File: src/rtl/tx_fcs_gen_if.sv
// Signal bundle between the TX buffer/transmit controller and the FCS generator.
// The transmit controller drives the master side and tx_fcs_gen sits on the slave side.
interface tx_fcs_gen_if #(
    parameter int FCS_WIDTH  = 16,
    parameter int BUFF_DEPTH = 128
);
    logic                 start_fcs;
    logic [7:0]           frame_size;
    logic [7:0]           data_buff [BUFF_DEPTH];
    logic [7:0]           tx_buff;
    logic                 data_avail;
    logic                 valid_frame;
    logic                 write_fcs;
    logic [7:0]           data;
    logic                 fcs_done;
    logic [FCS_WIDTH-1:0] fcs_value;

    modport master (
        output start_fcs, frame_size, data_buff, tx_buff, data_avail, valid_frame, write_fcs,
        input  data, fcs_done, fcs_value
    );

    modport slave (
        input  start_fcs, frame_size, data_buff, tx_buff, data_avail, valid_frame, write_fcs,
        output data, fcs_done, fcs_value
    );
endinterface

File: src/rtl/tx_fcs_gen.sv
// HDLC transmit FCS generator: runs a byte-wide direct CRC over the TX buffer, then
// passes payload bytes and the FCS bytes (most significant byte first) to zero insertion.
module tx_fcs_gen #(
    parameter int                   FCS_WIDTH  = 16,
    parameter logic [FCS_WIDTH-1:0] POLY       = 'h8005,
    parameter logic [FCS_WIDTH-1:0] INIT       = '0,
    parameter logic [FCS_WIDTH-1:0] XOR_OUT    = '0,
    parameter int                   BUFF_DEPTH = 128
) (
    input  logic          clk,
    input  logic          rst_n,
    tx_fcs_gen_if.slave   bus
);
    localparam int NB = FCS_WIDTH / 8;
    localparam int CW = $clog2(BUFF_DEPTH + 1);
    localparam int AW = (BUFF_DEPTH > 1) ? $clog2(BUFF_DEPTH) : 1;
    localparam int IW = (NB > 1) ? $clog2(NB) : 1;
    localparam logic [CW-1:0] DEPTH_C = CW'(BUFF_DEPTH);

    typedef enum logic [2:0] {IDLE, CALC, RUN, FCS_OUT, FCS_END} state_t;

    state_t               state, next_state;
    logic [FCS_WIDTH-1:0] crc, next_crc;
    logic [FCS_WIDTH-1:0] fcs_value_r, next_fcs_value;
    logic [CW-1:0]        byte_cnt, next_byte_cnt;
    logic [CW-1:0]        frame_len, next_frame_len;
    logic [IW-1:0]        fcs_idx, next_fcs_idx;
    logic [7:0]           data_r, next_data;
    logic                 fcs_done_r, next_fcs_done;
    logic [7:0]           cur_byte;
    logic [CW-1:0]        size_clamped;

    // Eight MSB-first bit steps of the direct CRC, flattened into one combinational stage.
    function automatic logic [FCS_WIDTH-1:0] crc_step(input logic [FCS_WIDTH-1:0] c,
                                                       input logic [7:0] d);
        logic [FCS_WIDTH-1:0] r;
        r = c;
        for (int b = 7; b >= 0; b--) begin
            r = (r[FCS_WIDTH-1] ^ d[b]) ? ((r << 1) ^ POLY) : (r << 1);
        end
        return r;
    endfunction

    function automatic logic [7:0] fcs_byte(input logic [FCS_WIDTH-1:0] v,
                                            input logic [IW-1:0] idx);
        return v[FCS_WIDTH-1-8*int'(idx) -: 8];
    endfunction

    assign size_clamped = (int'(bus.frame_size) > BUFF_DEPTH) ? DEPTH_C : CW'(bus.frame_size);
    assign cur_byte     = (byte_cnt < DEPTH_C) ? bus.data_buff[byte_cnt[AW-1:0]] : 8'h00;

    assign bus.data      = data_r;
    assign bus.fcs_done  = fcs_done_r;
    assign bus.fcs_value = fcs_value_r;

    always_ff @(posedge clk or negedge rst_n) begin
        if (!rst_n) begin
            state       <= IDLE;
            crc         <= INIT;
            fcs_value_r <= '0;
            byte_cnt    <= '0;
            frame_len   <= '0;
            fcs_idx     <= '0;
            data_r      <= '1;
            fcs_done_r  <= 1'b0;
        end else begin
            state       <= next_state;
            crc         <= next_crc;
            fcs_value_r <= next_fcs_value;
            byte_cnt    <= next_byte_cnt;
            frame_len   <= next_frame_len;
            fcs_idx     <= next_fcs_idx;
            data_r      <= next_data;
            fcs_done_r  <= next_fcs_done;
        end
    end

    // CALC spends one extra cycle after the last byte to publish the result, which
    // also covers the empty frame: FCSDone always rises N+1 cycles after StartFCS.
    always_comb begin
        next_state     = state;
        next_crc       = crc;
        next_fcs_value = fcs_value_r;
        next_byte_cnt  = byte_cnt;
        next_frame_len = frame_len;
        next_fcs_idx   = fcs_idx;
        next_data      = data_r;
        next_fcs_done  = fcs_done_r;
        case (state)
            IDLE: begin
                next_data     = '1;
                next_fcs_done = 1'b0;
                next_crc      = INIT;
                if (bus.start_fcs) begin
                    next_state     = CALC;
                    next_frame_len = size_clamped;
                    next_byte_cnt  = '0;
                end
            end
            CALC: begin
                next_data = bus.tx_buff;
                if (byte_cnt == frame_len) begin
                    next_fcs_done  = 1'b1;
                    next_fcs_value = crc ^ XOR_OUT;
                    next_state     = RUN;
                end else begin
                    next_crc      = crc_step(crc, cur_byte);
                    next_byte_cnt = byte_cnt + CW'(1);
                end
            end
            RUN: begin
                if (!bus.valid_frame && !bus.data_avail) begin
                    next_state    = IDLE;
                    next_data     = '1;
                    next_fcs_done = 1'b0;
                end else if (bus.write_fcs) begin
                    next_state   = FCS_OUT;
                    next_fcs_idx = '0;
                    next_data    = fcs_byte(fcs_value_r, IW'(0));
                end else if (bus.data_avail) begin
                    next_data = bus.tx_buff;
                end
            end
            FCS_OUT: begin
                if (!bus.valid_frame) begin
                    next_state    = IDLE;
                    next_data     = '1;
                    next_fcs_done = 1'b0;
                end else if (bus.write_fcs) begin
                    if (int'(fcs_idx) < NB - 1) begin
                        next_fcs_idx = fcs_idx + IW'(1);
                        next_data    = fcs_byte(fcs_value_r, fcs_idx + IW'(1));
                    end else begin
                        // All-zero byte keeps zero insertion from delaying the closing flag.
                        next_data  = '0;
                        next_state = FCS_END;
                    end
                end
            end
            FCS_END: begin
                next_data = '0;
                if (!bus.valid_frame) begin
                    next_state    = IDLE;
                    next_data     = '1;
                    next_fcs_done = 1'b0;
                end
            end
            default: begin
                next_state = IDLE;
            end
        endcase
    end
endmodule
File: src/flat_wrapper.sv
// flat-port wrapper written by rule: the top's interface ports become plain ports
module tx_fcs_gen_flat 
#(
    parameter int                   FCS_WIDTH  = 16,
    parameter logic [FCS_WIDTH-1:0] POLY       = 'h8005,
    parameter logic [FCS_WIDTH-1:0] INIT       = '0,
    parameter logic [FCS_WIDTH-1:0] XOR_OUT    = '0,
    parameter int                   BUFF_DEPTH = 128
)
  (clk, rst_n, bus_start_fcs, bus_frame_size, bus_data_buff, bus_tx_buff, bus_data_avail, bus_valid_frame, bus_write_fcs, bus_data, bus_fcs_done, bus_fcs_value);
  tx_fcs_gen_if #(.FCS_WIDTH(FCS_WIDTH), .BUFF_DEPTH(BUFF_DEPTH)) bus_i ();
  input  logic clk;
  input  logic rst_n;
  input wire logic [$bits(bus_i.start_fcs)-1:0] bus_start_fcs;
  input wire logic [$bits(bus_i.frame_size)-1:0] bus_frame_size;
  input wire logic [$bits(bus_i.data_buff)-1:0] bus_data_buff;
  input wire logic [$bits(bus_i.tx_buff)-1:0] bus_tx_buff;
  input wire logic [$bits(bus_i.data_avail)-1:0] bus_data_avail;
  input wire logic [$bits(bus_i.valid_frame)-1:0] bus_valid_frame;
  input wire logic [$bits(bus_i.write_fcs)-1:0] bus_write_fcs;
  output wire logic [$bits(bus_i.data)-1:0] bus_data;
  output wire logic [$bits(bus_i.fcs_done)-1:0] bus_fcs_done;
  output wire logic [$bits(bus_i.fcs_value)-1:0] bus_fcs_value;
  assign bus_i.start_fcs = bus_start_fcs;
  assign bus_i.frame_size = bus_frame_size;
  assign bus_i.data_buff = {>>{bus_data_buff}};
  assign bus_i.tx_buff = bus_tx_buff;
  assign bus_i.data_avail = bus_data_avail;
  assign bus_i.valid_frame = bus_valid_frame;
  assign bus_i.write_fcs = bus_write_fcs;
  assign bus_data = bus_i.data;
  assign bus_fcs_done = bus_i.fcs_done;
  assign bus_fcs_value = bus_i.fcs_value;
  tx_fcs_gen #(.FCS_WIDTH(FCS_WIDTH), .POLY(POLY), .INIT(INIT), .XOR_OUT(XOR_OUT), .BUFF_DEPTH(BUFF_DEPTH)) u_core (.clk(clk), .rst_n(rst_n), .bus(bus_i));
endmodule
File: config.mk
export PLATFORM = sky130hd
export DESIGN_NAME = tx_fcs_gen_flat
export DESIGN_NICKNAME = d
export VERILOG_FILES = /design/src/rtl/tx_fcs_gen_if.sv /design/src/rtl/tx_fcs_gen.sv /design/src/flat_wrapper.sv
export SDC_FILE = /design/constraint.sdc
export NUM_CORES = 1
export LEC_CHECK = 0
export ABC_AREA = 1
export BUFFER_PORTS_ARGS = -buffer_cell sky130_fd_sc_hd__buf_2
export CORE_AREA = 10 10 408 410
export DETAILED_ROUTE_END_ITERATION = 7
export DIE_AREA = 0 0 418 420
export GPL_ROUTABILITY_DRIVEN = 0
export GPL_TIMING_DRIVEN = 0
export PLACE_DENSITY = 0.3
export SLEW_MARGIN = 10
export SYNTH_ARGS = -nofsm -noshare
export SYNTH_HDL_FRONTEND = slang
export SYNTH_SLANG_ARGS = --single-unit
File: constraint.sdc
create_clock -name clk -period 7.14 [get_ports clk]
set_input_delay 1.428 -clock clk [delete_from_list [all_inputs] [get_ports clk]]
set_output_delay 1.428 -clock clk [all_outputs]
set_load 0.05 [all_outputs]
Word-level counts from Yosys, hierarchy flattened
Index checks and enable logic that the tools add are counted.
{ "totals": {"inputBits": 1046, "ff_bits": 61, "wordCells": 115, "output_inout_bits": 25} }
{ "op_classes": {"n_bitwise": 17, "muxes": 45, "magnitude_cmp": 4, "reduce_logical": 17, "shifts": 1, "addsub": 3, "eq_ne": 20} }
{ "ops": {"columns": ["op", "count"], "rows": [
  ["16-bit 2-to-1 mux", 9],
  ["8-bit 2-to-1 mux", 13],
  ["8-bit binary-select mux with 7-bit select", 1],
  ["8-bit one-hot mux with 5 select lines", 1],
  ["16-bit one-hot mux with 2 select lines", 1],
  ["23-bit by 32-bit variable part select with 8-bit output", 1],
  ["3-bit 2-to-1 mux", 8],
  ["3-bit NOT", 8],
  ["2-bit != test (second input constant)", 8],
  ["8-bit one-hot mux with 2 select lines", 1],
  ["3-bit one-hot mux with 5 select lines", 1],
  ["6-bit AND reduction", 2],
  ["8-bit by 1-bit adder with 8-bit output (second input constant)", 1],
  ["8-bit equality test", 1],
  ["8-bit >= comparator (second input constant)", 1],
  ["8-bit > comparator (second input constant)", 1],
  ["8-bit < comparator (second input constant)", 1],
  ["1-bit 2-to-1 mux", 8],
  ["7-bit NOT with 8-bit output", 1],
  ["1-bit bitwise XOR", 8],
  ["3-bit by 2-bit equality test with 1-bit output (second input constant)", 2],
  ["2-bit by 1-bit != test with 1-bit output (second input constant)", 3],
  ["3-bit != test (second input constant)", 2],
  ["2-bit AND reduction", 3],
  ["other kinds (18)", 21]
]} }

Longest topological paths before layout
{ "logic_depth": {"word_depth": 23, "ltp_mapped": 33, "depth_no_buf": 31} }

Worst setup path before layout
OpenSTA, ideal clock, no wires.
{ "synth_path": {"kind": "input to register", "from": "input bus_data_buff[782]", "to": "register u_core.crc[3]", "t_required_ns": 7.016, "cell_stages": 24, "t_arrival_ns": 3.339, "setup_time_ns": 0.124, "path_slack_ns": 3.676, "n_path_buf": 0, "cell_sequence": "or2_1 -> o21ai_1 -> a21oi_1 -> nor2_1 -> nand2_1 -> nand3_1 -> nand3_1 -> nand3_1 -> nand2_1 -> nand2_1 -> inv_1 -> nand2_1 -> nand2_1 -> nand2_2 -> nand2_1 -> nand2_1 -> nand3_2 -> nand2_2 -> nand2_2 -> nand2_2 -> nand2_2 -> nand2_4 -> xor2_1 -> o21ai_1"} }
{ "synth_between": {"elab_chain_len": 19, "elab_cells_between_ends": 20, "classes_between": "mux (13); bitwise (7)"} }
{ "synth_rtl": {"columns": ["item", "line", "rtl"], "rows": [
  ["start: declaration", "flat_wrapper.sv:16", "input wire logic [$bits(bus_i.data_buff)-1:0] bus_data_buff;"],
  ["8-bit binary-select mux with 7-bit select (*)", "tx_fcs_gen.sv:50", "assign cur_byte = (byte_cnt < DEPTH_C) ? bus.data_buff[byte_cnt[AW-1:0]] : 8'h00;"],
  ["8-bit 2-to-1 mux (implied by the code) (*) (2 in series)", "tx_fcs_gen.sv:50", null],
  ["8-bit 2-to-1 mux (*)", "tx_fcs_gen.sv:50", null],
  ["1-bit bitwise XOR (*)", "tx_fcs_gen.sv:39", "r = (r[FCS_WIDTH-1] ^ d[b]) ? ((r << 1) ^ POLY) : (r << 1);"],
  ["16-bit 2-to-1 mux (*)", "tx_fcs_gen.sv:39", null],
  ["1-bit bitwise XOR (*)", "tx_fcs_gen.sv:39", null],
  ["16-bit 2-to-1 mux (*)", "tx_fcs_gen.sv:39", null],
  ["1-bit bitwise XOR (*)", "tx_fcs_gen.sv:39", null],
  ["16-bit 2-to-1 mux (*)", "tx_fcs_gen.sv:39", null],
  ["1-bit bitwise XOR (*)", "tx_fcs_gen.sv:39", null],
  ["16-bit 2-to-1 mux (*)", "tx_fcs_gen.sv:39", null],
  ["1-bit bitwise XOR", "tx_fcs_gen.sv:39", null],
  ["16-bit 2-to-1 mux (*)", "tx_fcs_gen.sv:39", null],
  ["1-bit bitwise XOR", "tx_fcs_gen.sv:39", null],
  ["16-bit 2-to-1 mux (*) (2 in series)", "tx_fcs_gen.sv:39", null],
  ["16-bit 2-to-1 mux (*)", "tx_fcs_gen.sv:102", "if (byte_cnt == frame_len) begin"],
  ["16-bit one-hot mux with 2 select lines (*)", "tx_fcs_gen.sv:89", "case (state)"],
  ["end signal: assignment", "tx_fcs_gen.sv:68", "crc <= next_crc;"],
  ["end: declaration", "tx_fcs_gen.sv:23", "logic [FCS_WIDTH-1:0] crc, next_crc;"]
]} }
Mark *: on every way between the ends. The rest lies on a longest branch, timed or not. The select of a mux whose other input is x is not followed.
A chain may end at the register's enable or synchronous reset.

Worst setup path in the final report
{ "layout_path": {"from": "register u_core.byte_cnt[1]", "to": "register u_core.crc[3]"} }
{ "layout_between": {"elab_chain_len": 22, "elab_cells_between_ends": 27, "classes_between": "order compare (1); eq/ne (2); mux (14); bitwise (9); reduce/logical (1)"} }
{ "layout_rtl": {"columns": ["item", "line", "rtl"], "rows": [
  ["start: declaration", "tx_fcs_gen.sv:25", "logic [CW-1:0] byte_cnt, next_byte_cnt;"],
  ["start signal: assignment", "tx_fcs_gen.sv:70", "byte_cnt <= next_byte_cnt;"],
  ["7-bit NOT with 8-bit output (implied by the code)", "tx_fcs_gen.sv:50", null],
  ["8-bit binary-select mux with 7-bit select", "tx_fcs_gen.sv:50", null],
  ["8-bit 2-to-1 mux (implied by the code) (2 in series)", "tx_fcs_gen.sv:50", null],
  ["8-bit 2-to-1 mux", "tx_fcs_gen.sv:50", null],
  ["1-bit bitwise XOR", "tx_fcs_gen.sv:39", null],
  ["16-bit 2-to-1 mux", "tx_fcs_gen.sv:39", null],
  ["1-bit bitwise XOR", "tx_fcs_gen.sv:39", null],
  ["16-bit 2-to-1 mux", "tx_fcs_gen.sv:39", null],
  ["(+4 left out)", null, null],
  ["1-bit bitwise XOR", "tx_fcs_gen.sv:39", null],
  ["16-bit 2-to-1 mux", "tx_fcs_gen.sv:39", null],
  ["1-bit bitwise XOR", "tx_fcs_gen.sv:39", null],
  ["16-bit 2-to-1 mux", "tx_fcs_gen.sv:39", null],
  ["1-bit bitwise XOR", "tx_fcs_gen.sv:39", null],
  ["16-bit 2-to-1 mux (2 in series)", "tx_fcs_gen.sv:39", null],
  ["16-bit 2-to-1 mux", "tx_fcs_gen.sv:102", null],
  ["16-bit one-hot mux with 2 select lines", "tx_fcs_gen.sv:89", null]
]} }
Several ways; a longest one is shown, not always the timed one. The select of a mux whose other input is x is not followed.

==> impl_results.md <==
* Hold Crit Class: reg -> reg
* Placed wire-length estimate at 160 mm
* Switch share at 66.7%
* Total clock sinks at 61
* CP Launch Point: u_core.byte_cnt[1]
* Clock share of power at 6.0%
* Initial antenna violation count at 85
* Worst r2r path cells at 21
* Root Buffer Master: clkbuf_16
* Critical path launch point type: register
* Worst Skew at 9.61 ps
* Drt first pass iters at 5
* Die Wd at 418 µm
* Combinational power share at 87.4%
* TritonCTS buffer count at 9
* Worst path depth at 21
* Slowest cell delay on critical path at 1000 ps
* Crit path required time at 7350 ps
* Final hold viol count at 0
* Antenna-violating nets left at 0
* Post-CTS setup buffers at 0
* Vias/cell at 4.23
* Rows at 146
* Leak at 10.1 nW
* RSZ-0062 raised after global routing: false
* Post-Place Worst Slack at 1170 ps
* Minimum clock period at 5610 ps
* R2R setup slack at 1530 ps
* Commonest non-fill, non-tap cells in the layout: buf_2, nor2_1, nand2_1
* Total routed wirelength at 188 mm
* CP Capture Type: register
* Fraction of synthesized area in multiplexers at 0.0752%
* Io pins at 1071
* CP arrival at 5820 ps
* Layout cells sized above 1 at 36.3%
* Status: finished clean
* Post-Synth Simple-Gate Area at 38.8%
* GR Overflow Total at 0
* Crit-path max FO at 10
* Initial Util at 8.43%
* Relative slew slack at 11.0%
* DRT iter0 DRCs at 2191
* CP cell instances: inv_2, buf_4, buf_6, buf_2, buf_2, clkbuf_1, o21ai_0, o22ai_1, nand2_1, nand3_1, nand3_1, nand3_1, nand3_2, xor2_2, inv_1, nand3_1, nand2_2, nand2_2, nand2_4, xor2_1, o21ai_1
* Vias at 24000
* Most used DFF post-synth: dfrtp_1
* CP Capture Point: u_core.crc[3]
* Crit path top cell by count: nand3_1
* Post-synth EDFFs at 0
* Synth Warn # at 0
* Die Height at 420 µm
* CP Buf/Inv Count at 7
* Clock Latency Late Sink at 330 ps
* Setup TNS Final at 0 ps
* Yosys cell types at 46
* Filler cells at 19100
* Seq pwr share at 6.6%
* Yosys reg bits at 61
* Post-Synth Adder-Cell Area at 0.0940%
* Avg Cell Area, Syn at 5.37 µm²
* Synthesized Nets at 3526
* Reg-to-Reg End: u_core.crc[3]
* Max cap viols at 0
* Pin count of the biggest net entering global routing at 57
* First-pass GRT wire length at 240 mm
* Clk slew on worst S/H paths at 60 ps
* Worst Max-Slew Pin Slew at 1340 ps
* Cell Pwr Density at 392 nW/µm²
* Setup Crit Path Kind: reg -> reg
* Slew Limit Fails at 0
* Main combinational cell family by area after synthesis: simple AND/OR/NAND/NOR gates
* WL per Instance at 33.1 µm
* Fin crit share at 78.6%
* CTS resizes at 0
* Final WS setup at 1530 ps
* Max VDD drop at 124 µV
* Vias in the first global route at 24200
* Register area share after synthesis at 11.5%
* Drt drc at 0
* Async set-or-reset flop fraction in the synthesized netlist at 100%
* H-tree levels at 3
* RR Startpoint: u_core.byte_cnt[1]
* Switch Pwr at 5.69 mW
* # setup viols final at 0
* CTS tree: yes
* Most common cell after layout, fill and taps aside: buf_2
* Die area at 176000 µm²
* Post-CTS Hold Buffers at 0
* Crit path max-delay cell type: clkbuf_1
* Core area at 158000 µm²
* P&R area growth vs syn at 63.3%
* Synth Cell Area at 13300 µm²
* Synth Area in XOR/XNOR at 0.630%
* Post-layout nets at 4608
* CTS Buffer Depth at 2
* P_int at 2.84 mW
* GRT Util Overall at 20.1%
* Synth Area in Compound Gates at 34.1%
* Synth Instances at 2479
* Achievable Freq at 178 MHz
* Family with the most delay on the worst path: buffers and inverters
* IO Port Bufs at 1070
[sequential cells by signal, indices dropped and copies added, names as in the netlist]
name,flops
u_core.state,3
u_core.bus.fcs_done,1
u_core.bus.fcs_value,16
u_core.fcs_idx,1
u_core.crc,16
u_core.frame_len,8
u_core.bus.data,8
u_core.byte_cnt,8
[per-layer routing]
metal	vias to the layer above	GRT usage (%)	part of all wire, %
met3	195	3.68	6.6
met1	11800	23.2	38
met2	1277	38.4	53
met4	30	3.69	1.9
met5	-	0	0.095
li1	10800	-	-
[logic make-up after synthesis]
kind of cell               after synthesis
buffers and inverters                  350
adders and majority gates                1
AOI/OAI and AO/OA                      803
xor gates and xnor gates                 7
and+or+nand+nor                       1256
DFF                                     61
muxes                                    1
[synthesized netlist by cell type, types with 2 or more instances]
cell      number  area, µm²
nor2_1       569       2140
nand2_1      413       1550
o21ai_0      395       1980
nand3_1      209       1050
inv_1        116        435
o21ai_1      113        566
o22ai_1      113        707
buf_2         73        365
a21oi_1       61        305
o221ai_1      59        517
clkbuf_1      54        203
dfrtp_1       53       1330
buf_6         50        563
o211ai_1      46        345
buf_4         39        293
nand4_1       29        181
nor3_1        10       50.1
dfstp_2        8        210
a41oi_1        7       61.3
nand2_2        6       37.5
nand3_2        6       60.1
buf_1          5       18.8
inv_2          5       18.8
nor2_2         5       31.3
a31oi_1        4       25.0
clkinv_1       4       15.0
buf_8          3       45.0
xor2_1         3       26.3
xor2_2         3       48.8
or2_1          2       12.5
[worst min-delay path by stage]
stage | from | end | slack [ps] | cells past startpoint
floorplan | u_core.crc[3] | u_core.crc[3] | 460 | 2
global placement | u_core.crc[3] | u_core.crc[3] | 480 | 2
detailed placement | u_core.crc[3] | u_core.crc[3] | 490 | 2
CTS | u_core.crc[3] | u_core.crc[3] | 500 | 2
global route | u_core.bus.data[6] | u_core.bus.data[6] | 540 | 2
finish | u_core.crc[3] | u_core.crc[3] | 500 | 2
[power by group through the flow]
stage          clock network, mW  logic, mW  registers, mW
3_5_place_dp                   0       7.60          0.571
5_1_grt                    0.539       8.05          0.575
6_report                   0.513       7.46          0.562
2_1_floorplan                  0       3.75          0.694
3_3_place_gp                   0       7.60          0.571
4_1_cts                    0.524       7.63          0.565
[cell type report]
cell class	instances	area, µm²	area share, %
flip-flops and latches	61	1540	7.07
clock inverters	6	111	0.512
clock buffers	10	229	1.05
repair buffers	1071	5390	24.8
diodes	40	100	0.460
multi-input cells	2068	9820	45.2
plain buffers	225	1500	6.89
well taps	2072	2590	11.9
inverters	125	469	2.16
[per-stage QoR]
step | cells | area [µm²] | hold WS [ps] | total power, mW | utilization [%]
floorplan | 2479 | 13300 | 459 | 4.45 | -
global placement | 5621 | 21300 | 477 | 8.17 | 13.5
detailed placement | 5622 | 21300 | 490 | 8.17 | 13.5
CTS | 5638 | 21600 | 502 | 8.72 | 13.7
global route | 5660 | 21700 | 543 | 9.16 | 13.7
finish | 5678 | 21700 | 499 | 8.53 | 13.8
[worst reg2reg max path, stage by stage, from the launching register on]
cell and delay (ps):
dfrtp_1 480, inv_2 100, buf_4 290, buf_6 270, buf_2 340, buf_2 340, clkbuf_1 1000, o21ai_0 270
o22ai_1 660, nand2_1 130, nand3_1 120, nand3_1 80, nand3_1 110, nand3_2 240, xor2_2 290, inv_1 70
nand3_1 130, nand2_2 120, nand2_2 80, nand2_4 90, xor2_1 190, o21ai_1 80
No activity file was read; power rests on OpenSTA's default activity.
